### src/rtl/serial_sub_pkg.sv
// rtl/serial_sub_pkg.sv - shared state encoding and sizing helper for the serial subtractor
package serial_sub_pkg;

  // FSM state encoding
  localparam logic [1:0] ST_IDLE = 2'd0;
  localparam logic [1:0] ST_RUN  = 2'd1;
  localparam logic [1:0] ST_DONE = 2'd2;

  // Width of the bit counter that walks 0 .. width-1
  function automatic int cnt_width(input int width);
    return (width < 2) ? 1 : $clog2(width);
  endfunction

endpackage

### src/rtl/full_subtractor.sv
// rtl/full_subtractor.sv - single-bit full subtractor cell (d = x - y - bin)
module full_subtractor (
  input  logic x,
  input  logic y,
  input  logic bin,
  output logic d,
  output logic bout
);

  // Difference bit and borrow-out of one subtractor stage
  always_comb begin
    d    = x ^ y ^ bin;
    bout = (~x & y) | (~(x ^ y) & bin);
  end

endmodule

### src/rtl/serial_subtractor.sv
// rtl/serial_subtractor.sv - bit-serial LSB-first subtractor with start/busy/done handshake
module serial_subtractor
  import serial_sub_pkg::*;
#(
  parameter int WIDTH = 4
) (
  input  logic             clk,
  input  logic             rst_n,
  input  logic             start,
  input  logic [WIDTH-1:0] a,
  input  logic [WIDTH-1:0] b,
  input  logic             bin,
  output logic             busy,
  output logic             done,
  output logic [WIDTH-1:0] diff,
  output logic             borrow
);

  localparam int            CW       = cnt_width(WIDTH);
  localparam logic [CW-1:0] CNT_LAST = CW'(WIDTH - 1);

  logic [1:0]       state_q, state_d;
  logic [WIDTH-1:0] sa_q, sa_d;
  logic [WIDTH-1:0] sb_q, sb_d;
  logic             br_q, br_d;
  logic [WIDTH-1:0] res_q, res_d;
  logic [CW-1:0]    cnt_q, cnt_d;
  logic [WIDTH-1:0] diff_q, diff_d;
  logic             borrow_q, borrow_d;

  logic             accept;
  logic             last_bit;
  logic             cell_d;
  logic             cell_bout;

  // A request is only honoured when no subtraction is in flight
  assign accept   = start && (state_q != ST_RUN);
  assign last_bit = (state_q == ST_RUN) && (cnt_q == CNT_LAST);

  // The one and only arithmetic cell, fed with the current LSBs and running borrow
  full_subtractor u_cell (
    .x    (sa_q[0]),
    .y    (sb_q[0]),
    .bin  (br_q),
    .d    (cell_d),
    .bout (cell_bout)
  );

  // State register
  always_ff @(posedge clk) begin
    if (!rst_n) begin
      state_q <= ST_IDLE;
    end else begin
      state_q <= state_d;
    end
  end

  // Next-state logic; DONE behaves like IDLE for a new request (back-to-back)
  always_comb begin
    state_d = state_q;
    case (state_q)
      ST_IDLE: begin
        if (accept) state_d = ST_RUN;
      end
      ST_RUN: begin
        if (last_bit) state_d = ST_DONE;
      end
      ST_DONE: begin
        state_d = accept ? ST_RUN : ST_IDLE;
      end
      default: state_d = ST_IDLE;
    endcase
  end

  // Handshake outputs decoded from state
  always_comb begin
    busy = 1'b0;
    done = 1'b0;
    case (state_q)
      ST_RUN:  busy = 1'b1;
      ST_DONE: done = 1'b1;
      default: begin
        busy = 1'b0;
        done = 1'b0;
      end
    endcase
  end

  // Datapath next state: load on accept, shift one bit per RUN cycle, publish on the last bit
  always_comb begin
    sa_d     = sa_q;
    sb_d     = sb_q;
    br_d     = br_q;
    res_d    = res_q;
    cnt_d    = cnt_q;
    diff_d   = diff_q;
    borrow_d = borrow_q;
    if (accept) begin
      sa_d  = a;
      sb_d  = b;
      br_d  = bin;
      res_d = '0;
      cnt_d = '0;
    end else if (state_q == ST_RUN) begin
      sa_d  = {1'b0, sa_q[WIDTH-1:1]};
      sb_d  = {1'b0, sb_q[WIDTH-1:1]};
      br_d  = cell_bout;
      res_d = {cell_d, res_q[WIDTH-1:1]};
      cnt_d = cnt_q + CW'(1);
      if (last_bit) begin
        diff_d   = {cell_d, res_q[WIDTH-1:1]};
        borrow_d = cell_bout;
      end
    end
  end

  // Datapath registers; reset also discards any partial result
  always_ff @(posedge clk) begin
    if (!rst_n) begin
      sa_q     <= '0;
      sb_q     <= '0;
      br_q     <= 1'b0;
      res_q    <= '0;
      cnt_q    <= '0;
      diff_q   <= '0;
      borrow_q <= 1'b0;
    end else begin
      sa_q     <= sa_d;
      sb_q     <= sb_d;
      br_q     <= br_d;
      res_q    <= res_d;
      cnt_q    <= cnt_d;
      diff_q   <= diff_d;
      borrow_q <= borrow_d;
    end
  end

  assign diff   = diff_q;
  assign borrow = borrow_q;

endmodule

### config.mk
export PLATFORM = sky130hd
export DESIGN_NAME = serial_subtractor
export DESIGN_NICKNAME = d
export VERILOG_FILES = /design/src/rtl/serial_sub_pkg.sv /design/src/rtl/full_subtractor.sv /design/src/rtl/serial_subtractor.sv
export SDC_FILE = /design/constraint.sdc
export NUM_CORES = 1
export LEC_CHECK = 0
export ABC_CLOCK_PERIOD_IN_PS = 1400
export CORE_MARGIN = 3
export CORE_UTILIZATION = 49
export CTS_CLUSTER_DIAMETER = 30
export DETAILED_ROUTE_END_ITERATION = 16
export PLACE_DENSITY_LB_ADDON = 0.08
export SLEW_MARGIN = 20
export SYNTH_ARGS = -nofsm -noshare
export SYNTH_HDL_FRONTEND = slang
export SYNTH_HIERARCHICAL = 1
export SYNTH_SLANG_ARGS = --single-unit
### constraint.sdc
create_clock -name clk -period 1.4 [get_ports clk]
set_input_delay 0.35 -clock clk [delete_from_list [all_inputs] [get_ports clk]]
set_output_delay 0.35 -clock clk [all_outputs]
set_load 0.01 [all_outputs]
# Word level (Yosys, flattened, before mapping)
# Cells that the tools add are included.
# op_classes
n_addsub	1
n_mul	0
div_mod_pow	0
order_cmp	0
n_eq_ne	6
shifts	0
muxes	12
n_bitwise	9
reduce_logical	7
# op_table
op	n
2-to-1 mux 4 bit	4
case mux 2 bit (3 select lines)	1
2-to-1 mux 1 bit	5
== test 2 bit (second input constant)	2
2-to-1 mux 2 bit	2
inequality test 2 bit (second input constant)	2
NOT 1 bit	4
AND reduction 3 bit	1
adder 2 x 1 -> 2 bit (second input constant)	1
AND 1 bit	2
== test 2 x 1 -> 1 bit (second input constant)	1
logical AND 1 bit	2
logical NOT 2 bit	1
inequality test 2 x 1 -> 1 bit (second input constant)	1
AND reduction 2 bit	1
nonzero test 2 bit	1
OR reduction 2 bit	1
bitwise XOR 1 bit	2
bitwise OR 1 bit	1
# word_totals
register_bits	22
latchBits	0
ramBits	0
rom_bits	0
input_bits	12
elab_cells	43
n_memories	0

# Depth between registers and ports, before layout
# logic_depth
word_depth	6
depth_mapped	5
mapped_depth_nobuf	5

# Cells and area by module
# Netlist, hierarchy kept.
# modules_own_cells
mod	instances	cells_per_inst	area_each_um2
serial_subtractor	1	100	932.1
full_subtractor	1	4	31.3

# Worst setup path before layout
# Ideal clock, no wire load.
# synth_timing
kind	register to register
from	reg sb_q[0]
to	reg res_q[3]
setup_ns	0.070
arrival_ns	1.056
t_required_ns	1.330
setup_slack_ns	0.274
stages_incl_launch_ff	5
path_buffers	0
cell_sequence	dfxtp_1 inv_1 fa_1 nand2_1 a21boi_1
# synth_between
elab_chain_len	2
# synth_rtl
element	line_no	rtl
from (decl)	serial_subtractor.sv:24	logic [WIDTH-1:0] sb_q, sb_d;
from (signal assigned)	serial_subtractor.sv:121	sb_q <= '0;
from (signal assigned)	serial_subtractor.sv:129	sb_q <= sb_d;
bitwise XOR 1 bit (2 in a row)	full_subtractor.sv:12	d = x ^ y ^ bin;
net cell_d	serial_subtractor.sv:33	logic cell_d;
to (signal assigned)	serial_subtractor.sv:131	res_q <= res_d;
to (decl)	serial_subtractor.sv:26	logic [WIDTH-1:0] res_q, res_d;
# The timed path passes the listed nets, and every way through them passes these cells.
# A chain may end at the register's enable or synchronous reset.

# Worst setup path after layout
# layout_timing
from	reg state_q[0]
to	out done
# layout_between
elab_chain_len	2
# layout_rtl
element	line_no	rtl
from (decl)	serial_subtractor.sv:22	logic [1:0] state_q, state_d;
from (signal assigned)	serial_subtractor.sv:54	state_q <= state_d;
== test 2 bit	serial_subtractor.sv:79	case (state_q)
2-to-1 mux 1 bit	serial_subtractor.sv:79	
to (decl)	serial_subtractor.sv:14	output logic done,
# No other way between the ends.

==> impl_results.md <==
- Crit-path max FO: 3
- Longest Clk Path Bufs: 2
- Synth Area in Compound Gates: 23.9%
- RSZ-0062 raised after global routing: false
- Met3 Usage GRT: 2.67%
- Status: finished clean
- Iter 0 DRT Violations: 11
- Post-CTS Repair Setup Buffers: 0
- Worst setup path startpoint: state_q[0]
- Final setup viols: 0
- Crit path DAT: 0.98 ns
- Hold_sp: diff[0]
- Finished Layout Cells: 153
- Max Transition Viols Final: 0
- Port bufs: 18
- Routed Antenna Nets: 0
- Skew final: 0.00431 ns
- Register area share after synthesis: 43.6%
- DR pass1 iterations: 4
- Min cycle time layout: 1.33 ns
- FMAX: 753 MHz
- Synth Register Bits: 21
- Met2 usage: 26.1%
- Power Dens Cells: 958 nW/um^2
- Routed WL: 1660 um
- DP HPWL: 1200 um
- Critical Path End Type: output pin
- Fin crit share: 94.8%
- Routed WL per cell: 10.8 um
- Met1 Use GR: 17.4%
- Critical Path Source Type: register
- First-pass GRT wire length: 2930 um
- Worst-Margin Slew: 0.201 ns
- CTS Root Cell: clkbuf_4
- Synth Instances: 104
- Post-Synthesis Net Count: 118
- Clk pin slew, worst setup/hold paths: 0.11 ns
- Largest net degree at the start of global routing: 26
- Area leader, netlist: dfxtp_1
- Top cell type's share of synthesized area: 43.6%
- Site Rows: 15
- Vias per Instance: 5.03
- Placed cell count: 149
- Top Usage Layer GRT: met2
- Num CTS Buffers: 3
- Clk sink count: 21
- Hold Path Class: reg2reg
- Final hold violation count: 0
- Share of cells above drive strength 1: 28.1%
- # IOs: 19
- Synthesis warning total: 6
- CP required: 1.05 ns
- Post-synthesis xor/xnor area fraction: 0%
- Yosys cell types: 27
- Max-Cap Viols: 0
- H-tree lvl count: 1
- Main area contributors after synthesis: dfxtp_1, a21oi_2, o21ai_1
- Kind of critical path: reg2out
- Vias: 770
- Max-slew headroom: 86.5%
- Total GRT Usage: 15.4%
- Core area: 1780 sq um
- Die height: 50.3 um
- Mux contribution to synthesized area: 2.08%
- Horiz. Die Dim: 50.3 um
- Synth Area in Simple Gates: 18.1%
- VDD IR max: 0.000596 V
- Gp weighted congestion: 0.739
- Static Leak: 0.000493 uW
- Fin area: 1200 sq um
- NumNets Final: 143
- Initial antenna violation count: 0
- Area Overhead vs Synth: 24.8%
- ANT cells: 0
- Vias in the first global route: 696
- Cell area after placement: 1190 sq um
- Mapped cell area: 963 sq um
- Average cell area after synthesis: 9.26 sq um
- Worst R2R Start: sb_q[0]
- GRT Residual Overflow: 0
- Largest family of logic cells by synthesized area: compound AO/OA/AOI/OAI gates
- Effective utilization at floorplan: 54.0%
- # DRC: 0
- Synth Area in Adders: 3.38%
- Clock latency at the later pin of the worst-skew pair: 0.30 ns
- Die Area: 2530 sq um
- CTS tree: built
==> cell usage after synthesis <==
cell      instances
nand3b_2          1
mux2i_1           2
fa_1              1
ha_1              1
buf_12            1
a21oi_2          14
inv_2             1
nand2_2           1
clkbuf_2          1
inv_4             1
nand3_1           9
nand2b_4          1
nand2_1          16
o21ai_1          12
buf_2             2
buf_6             2
a21boi_1          3
and2b_1           1
and2_1            1
o22ai_1           1
dfxtp_1          21
o21a_1            1
a21boi_2          1
nor2_1            3
and3_1            2
inv_1             3
buf_4             1
==> power by group <==
part	switching, uW	leakage, uW	internal [uW]
combinational	103	0.000305	105
sequential	22.2	0.000172	628
clock	182	0.0000150	111
total	307	0.000493	844
==> what timing repair did <==
action / CTS / global route
endpoints found under the hold margin: 0 / 0
resized for setup: 15 / 0
endpoints found under the setup margin: 7 / 0
hold buffers: 0 / 0
==> placed cells by master, fill, tap and decap left out, types with 2 or more instances in the layout <==
master,instances
nor2_1,3
and3_1,2
dfxtp_1,19
buf_2,2
inv_1,3
dfxtp_2,2
o21ai_1,12
nand2_1,16
a21oi_2,14
dlygate4sd2_1,5
nand3_1,9
clkdlybuf4s50_1,11
buf_4,8
a21boi_1,3
clkbuf_4,3
mux2i_1,2
==> sequential cells by signal, summed over array words and instances, names as in the netlist <==
register,flops
borrow,1
cnt_q,2
state_q,2
sb_q,4
br_q,1
sa_q,4
res_q,3
diff,4
==> cell type report <==
class | count | area, sq um
clock buffers | 4 | 26.3
fillers | 161 | 581
inverters | 5 | 21.3
multi-input cells | 71 | 457
flip-flops and latches | 21 | 423
well taps | 25 | 31.3
repair buffers | 27 | 244
==> critical path, stage by stage (launching register included) <==
cell     delay, ns
dfxtp_2       0.37
and2b_1       0.17
buf_2         0.13
==> kinds of logic (layout without fill, tap and decap cells) <==
kind of cell	after synthesis	after routing
compound gates	32	32
fa+ha+maj	2	2
buf+inv	12	36
flops	21	21
mux	2	2
simple gates	35	35
==> metrics by stage <==
stage	worst slack (ns)	hold WS (ns)	util [%]	total power (uW)	TNS (ns)
2_1_floorplan	0.274	0.429	-	810	0
3_3_place_gp	0.00219	0.443	66.7	871	0
3_5_place_dp	-0.0381	0.449	66.7	875	-0.0938
4_1_cts	0.0520	0.463	67.4	1170	0
5_1_grt	0.0196	0.491	67.4	1220	0
6_report	0.0724	0.457	67.4	1150	0
==> path summary, 6_finish.rpt <==
check / slack, ns / to / cells past startpoint
worst min-delay path: 0.46 / diff[0] / 2
worst min register to register: 0.46 / diff[0] / 2
worst max-delay path: 0.07 / done / 2
worst max register to register: 0.19 / res_q[3] / 4
==> metal layers <==
metal / vias up / wire [um]
met5: - / 0
met4: 0 / 40
met3: 4 / 87
met2: 18 / 783
met1: 348 / 746
li1: 400 / -
Note: power is estimated with default switching activity, not from simulation.
